`config.mk`:
```
export PLATFORM = sky130hd
export DESIGN_NAME = fifo_read_ctrl
export DESIGN_NICKNAME = d
export VERILOG_FILES = /design/src/rtl/fifo_ptr_pkg.sv /design/src/rtl/fifo_out_skid.sv /design/src/rtl/fifo_read_ctrl.sv
export SDC_FILE = /design/constraint.sdc
export NUM_CORES = 1
export LEC_CHECK = 0
export CORE_AREA = 8 8 73 75
export DETAILED_ROUTE_END_ITERATION = 16
export DIE_AREA = 0 0 81 83
export PLACE_DENSITY = 0.68
export SYNTH_ARGS = -nofsm -noshare
export SYNTH_HDL_FRONTEND = slang
export SYNTH_HIERARCHICAL = 1
export SYNTH_SLANG_ARGS = --single-unit
```
`constraint.sdc`:
```
create_clock -name i_clk -period 5.82 [get_ports i_clk]
set_input_delay 0.582 -clock i_clk [delete_from_list [all_inputs] [get_ports i_clk]]
set_output_delay 0.582 -clock i_clk [all_outputs]
set_load 0.005 [all_outputs]
```
`src/rtl/fifo_ptr_pkg.sv`:
```
// rtl/fifo_ptr_pkg.sv - wrap-bit pointer helpers shared by FIFO reader and writer
package fifo_ptr_pkg;

    // Pointers are {wrap, idx} with the wrap bit at position aw; arguments are
    // zero-extended to 32 bits so any DEPTH (not only powers of two) works.
    function automatic logic [31:0] ptr_inc(input logic [31:0] ptr,
                                            input logic [31:0] depth,
                                            input logic [31:0] aw);
        logic [31:0] wrap_bit;
        logic [31:0] idx;
        wrap_bit = 32'd1 << aw;
        idx      = ptr & (wrap_bit - 32'd1);
        if (idx == depth - 32'd1) begin
            return (ptr & wrap_bit) ^ wrap_bit;
        end
        return (ptr & wrap_bit) | (idx + 32'd1);
    endfunction

    function automatic logic [31:0] ptr_count(input logic [31:0] wr_ptr,
                                              input logic [31:0] rd_ptr,
                                              input logic [31:0] depth,
                                              input logic [31:0] aw);
        logic [31:0] wrap_bit;
        logic [31:0] widx;
        logic [31:0] ridx;
        wrap_bit = 32'd1 << aw;
        widx     = wr_ptr & (wrap_bit - 32'd1);
        ridx     = rd_ptr & (wrap_bit - 32'd1);
        if (((wr_ptr ^ rd_ptr) & wrap_bit) == 32'd0) begin
            return widx - ridx;
        end
        return depth - ridx + widx;
    endfunction

endpackage

```
`src/rtl/fifo_out_skid.sv`:
```
// rtl/fifo_out_skid.sv - two-entry in-order output buffer
module fifo_out_skid #(
    parameter int DW = 8
) (
    input  logic          i_clk,
    input  logic          i_rst,
    input  logic          i_push,
    input  logic          i_pop,
    input  logic [DW-1:0] i_data,
    output logic [DW-1:0] o_data,
    output logic [1:0]    o_count
);
    logic [DW-1:0] head_q, head_d;
    logic [DW-1:0] tail_q, tail_d;
    logic [1:0]    cnt_q, cnt_d;
    logic          do_pop;

    always_comb begin
        head_d = head_q;
        tail_d = tail_q;
        cnt_d  = cnt_q;
        do_pop = i_pop && (cnt_q != 2'd0);
        case ({i_push, do_pop})
            2'b10: begin
                if (cnt_q == 2'd0) begin
                    head_d = i_data;
                    cnt_d  = 2'd1;
                end else if (cnt_q == 2'd1) begin
                    tail_d = i_data;
                    cnt_d  = 2'd2;
                end
            end
            2'b01: begin
                head_d = tail_q;
                cnt_d  = cnt_q - 2'd1;
            end
            2'b11: begin
                // Count stays put; the incoming word lands behind whatever remains.
                if (cnt_q == 2'd1) begin
                    head_d = i_data;
                end else begin
                    head_d = tail_q;
                    tail_d = i_data;
                end
            end
            default: ;
        endcase
    end

    always_ff @(posedge i_clk) begin
        if (i_rst) begin
            head_q <= '0;
            tail_q <= '0;
            cnt_q  <= 2'd0;
        end else begin
            head_q <= head_d;
            tail_q <= tail_d;
            cnt_q  <= cnt_d;
        end
    end

    assign o_data  = head_q;
    assign o_count = cnt_q;

endmodule

```
`src/rtl/fifo_read_ctrl.sv`:
```
// rtl/fifo_read_ctrl.sv - FIFO read side: pointer, storage fetch and output skid buffer
module fifo_read_ctrl
    import fifo_ptr_pkg::*;
#(
    parameter int DEPTH = 10,
    parameter int DW    = 8,
    parameter int AW    = $clog2(DEPTH),
    parameter int PW    = AW + 1
) (
    input  logic          i_clk,
    input  logic          i_rst,
    input  logic [PW-1:0] i_wr_ptr,
    input  logic [DW-1:0] i_mem_rdata,
    input  logic          i_rd_ready,
    output logic          o_mem_rd_en,
    output logic [AW-1:0] o_mem_rd_addr,
    output logic          o_rd_valid,
    output logic [DW-1:0] o_rd_data,
    output logic [PW-1:0] o_rd_ptr,
    output logic [AW:0]   o_count,
    output logic          o_empty
);
    localparam int CW = AW + 1;

    logic [PW-1:0] rd_ptr_q, rd_ptr_d;
    logic          inflight_q, inflight_d;
    logic [1:0]    buf_cnt;
    logic          pop;
    logic [2:0]    occupancy;

    always_comb begin
        o_empty   = (i_wr_ptr == rd_ptr_q);
        o_count   = CW'(ptr_count(32'(i_wr_ptr), 32'(rd_ptr_q), 32'(DEPTH), 32'(AW)));
        o_rd_valid = (buf_cnt != 2'd0);
        pop       = o_rd_valid && i_rd_ready;
        // Entries held or already on their way once this edge's pop is taken.
        occupancy = {1'b0, buf_cnt} + {2'b00, inflight_q} - {2'b00, pop};
        o_mem_rd_en = !o_empty && (occupancy < 3'd2);
        rd_ptr_d  = o_mem_rd_en ? PW'(ptr_inc(32'(rd_ptr_q), 32'(DEPTH), 32'(AW))) : rd_ptr_q;
        inflight_d = o_mem_rd_en;
        o_mem_rd_addr = rd_ptr_q[AW-1:0];
        o_rd_ptr  = rd_ptr_q;
    end

    always_ff @(posedge i_clk) begin
        if (i_rst) begin
            rd_ptr_q   <= '0;
            inflight_q <= 1'b0;
        end else begin
            rd_ptr_q   <= rd_ptr_d;
            inflight_q <= inflight_d;
        end
    end

    fifo_out_skid #(
        .DW(DW)
    ) u_skid (
        .i_clk   (i_clk),
        .i_rst   (i_rst),
        .i_push  (inflight_q),
        .i_pop   (pop),
        .i_data  (i_mem_rdata),
        .o_data  (o_rd_data),
        .o_count (buf_cnt)
    );

endmodule

```
==> metrics.md <==
| Metric | Value |
|---|---|
| Post-Syn Instances | `184` |
| Worst EP required | `5.24 ns` |
| Synth unique cells | `41` |
| Worst R2R End | `o_rd_ptr[2]` |
| Critical Path Max Stage Delay | `0.50 ns` |
| Path depth of the worst reg2reg path | `9` |
| Leakage | `0.7997 nW` |
| Share of cells above drive strength 1 | `9.633%` |
| CTS HTree Levels | `1` |
| Avg Inst Size Synth | `8.799 um^2` |
| Critical Path AT | `3.23 ns` |
| DIE AREA | `6723 um^2` |
| Seq/Total Area, Yosys | `29.68%` |
| Post-Route Setup TNS | `0 ns` |
| Post-Route Skew | `0.005661 ns` |
| Drt first pass iters | `4` |
| Largest net degree at the start of global routing | `25` |
| GPL Wtd Cong | `0.7722` |
| Final Total Pwr | `0.0009140 W` |
| Post-synthesis xor/xnor area fraction | `4.250%` |
| Tightest Pin Transition | `1.061 ns` |
| Critical path fanouts, max | `9` |
| Synthesized cell area | `1619 um^2` |
| Main combinational cell family by area after synthesis | `simple AND/OR/NAND/NOR gates` |
| CTS clk-pin slew, worst paths | `around 0.09 ns` |
| CP startpoint kind | `input port` |
| Slowest library cell on the worst path | `clkdlybuf4s50_1` |
| Post-CTS Hold Fix Bufs | `0` |
| CP Capture Type | `output pin` |
| Power per cell area | `439.3 nW/um^2` |
| Root Driver | `clkbuf_8` |
| Most common cell in the netlist | `dfxtp_1` |
| Max-Cap Viols | `0` |
| Clock sinks | `24` |
| GR Util All Layers | `11.10%` |
| CP Class | `in -> out` |
| Most used cell, CP | `clkdlybuf4s50_1` |
| R2R Path Start | `u_skid/o_count[1]` |
| FF+latch count, synth | `24` |
| Outcome | `finished, final reports clean` |
| Postcts setup bufs | `0` |
| Final Hold Vio Count | `0` |
| Max-slew violation count | `0` |
| Crit path to | `o_mem_rd_en` |
| Port bufs | `40` |
| Mux contribution to synthesized area | `around 6.2%` |
| Post-Synth Simple-Gate Area | `20.09%` |
| HP Class | `reg -> reg` |
| RSZ-0062 raised after global routing | `no` |
| Die width | `81 um` |
| Via Count | `~1.4k` |
| Setup crit start | `i_rd_ready` |
| Vias/cell | `approximately 5.0` |
| Yosys top cell by area | `dfxtp_1` |
| CTS tree | `done` |
| N_diodes | `0` |
| Ys Warns | `6` |
| Initial antenna violation count | `0` |
| Final Cycle Share | `between 60% and 70%` |
| Top cells by count, synth | `dfxtp_1, nor2_1, inv_1, nand2_1, ha_1` |
| Vias in the first global route | `1,332` |
| Post-cts repair resize count | `0` |
| Row count | `24` |
| Post-synth EDFFs | `0` |
| Synth top area share | `between 20% and 30%` |
| Min Clock Period, post-route | `3.816 ns` |
| FF-to-FF setup slack | `2.92 ns` |
| Core footprint | `roughly 4200 um^2` |
| Clk_lat worst skew | `0.27 ns` |
| Total grt overflow | `0` |
| Worst IR Drop VDD | `between 200 and 300 uV` |
| Die Y | `83 um` |
| Prevailing post-synth register cell | `dfxtp_1` |
| DR WL/cell | `13.40 um` |
| Post-synthesis compound-gate area fraction | `17.54%` |
| Synth area leaders | `dfxtp_1, ha_1, mux2i_1` |
| Critical-path cell list | `clkdlybuf4s50_1 > and2_1 > ha_1 > nand2b_1 > fa_1 > xnor2_1 > o211ai_1 > inv_1 > clkdlybuf4s50_1` |
| Num CTS Buffers | `3` |
| Hold wc startpoint | `u_skid/tail_q[5]` |
| Global-route wire length before repair | `6147 um` |
| Slew HR | `between 20 and 30%` |
| I/O pin count | `approximately 40` |
| Fin Hold WS | `0.4997 ns` |
| Post-Synth Adder-Cell Area | `between 10% and 20%` |
| Routed Antenna Nets | `0` |
| FMAX | `262.1 MHz` |
| Post-DP HPWL | `around 2700 um` |
| Ys async rst share | `0%` |
| Starting DRT DRC Count | `52` |
| Clock Path Buffers | `2` |
| Final wirelength | `about 3600 um` |
| Drc violations | `0` |
| Post-Syn Nets | `215` |
| Final Setup Violations | `0` |
| Initial Utilization | `38.51%` |
| Fin nets | `250` |
| Area growth syn-to-layout | `28.52%` |
## final cells by class
type / count / area [um^2]
Clock buffer: 3 / 41.29
Multi-Input combinational cell: 132 / 996.0
Timing Repair Buffer: 40 / 400.4
Sequential cell: 24 / 480.5
Tap cell: 52 / 65.06
Fill cell: 418 / 2123
Inverter: 18 / 67.56
Clock inverter: 1 / 30.03
## cells in the final DEF, fill, tap and decap left out, types with 2 or more instances in the layout
master,instances
a2111oi_1,3
a211oi_1,2
a21oi_1,8
a311oi_2,5
clkbuf_8,3
clkdlybuf4s50_1,40
dfxtp_1,24
fa_1,4
ha_1,11
inv_1,18
mux2i_1,10
nand2_1,12
nand3_1,10
nor2_1,20
nor2_2,8
nor2b_1,4
o21ai_0,9
xnor2_1,2
xor2_1,4
## metal layers
layer | vias to the layer above | part of all wire [%] | global-route usage [%]
met3 | 2 | 5.5 | 2.478
li1 | 693 | - | -
met4 | 0 | 0.80 | 4.553
met5 | - | 0 | 0
met2 | 27 | 49 | 18.76
met1 | 631 | 45 | 12.91
## cell families (layout without fill, tap and decap cells)
logic type | Yosys count | count (layout)
and+or+nand+nor | 65 | 65
AOI/OAI and AO/OA | 35 | 35
buffers and inverters | 28 | 62
DFF | 24 | 24
adders and majority gates | 15 | 15
muxes | 10 | 10
xor gates and xnor gates | 7 | 7
## worst max-delay path, delay by kind of cell
| family | cells | cell delay [ns] |
|---|---|---|
| buf+inv | 3 | 1.03 |
| xor+xnor | 1 | 0.30 |
| simple gates | 2 | 0.43 |
| fa+ha+maj | 2 | 0.66 |
| compound gates | 1 | 0.22 |
## worst min-delay path by stage
stage,endpoint,slack [ns],cells past startpoint
finish,u_skid/tail_q[5],0.50,2
CTS,u_skid/tail_q[4],0.50,2
global route,u_skid/tail_q[6],0.54,2
global placement,u_skid/tail_q[4],0.48,2
detailed placement,u_skid/tail_q[4],0.48,2
floorplan,u_skid/tail_q[0],0.46,2
## state kept, by name, summed over array words and instances (netlist names)
register        count
inflight_q          1
o_rd_ptr            5
u_skid/o_count      2
u_skid/o_data       8
u_skid/tail_q       8
## where the power goes
group / switching (W) / internal (W)
clock network: 0.0000533 / 0.0000919
logic: 0.000243 / 0.000272
registers: 0.0000457 / 0.000209
total: 0.000341 / 0.000573
## stage by stage
step	worst slack [ns]	cell area [um^2]	util, %	instances
after CTS	1.997	2081	49.49	270
after global placement	2.042	2009	47.80	266
after global routing	1.841	2081	49.49	270
after detailed placement	2.010	2009	47.80	266
after floorplan	3.013	1619	-	184
final	2.005	2081	49.49	270
(Power assumes the default switching activity.)
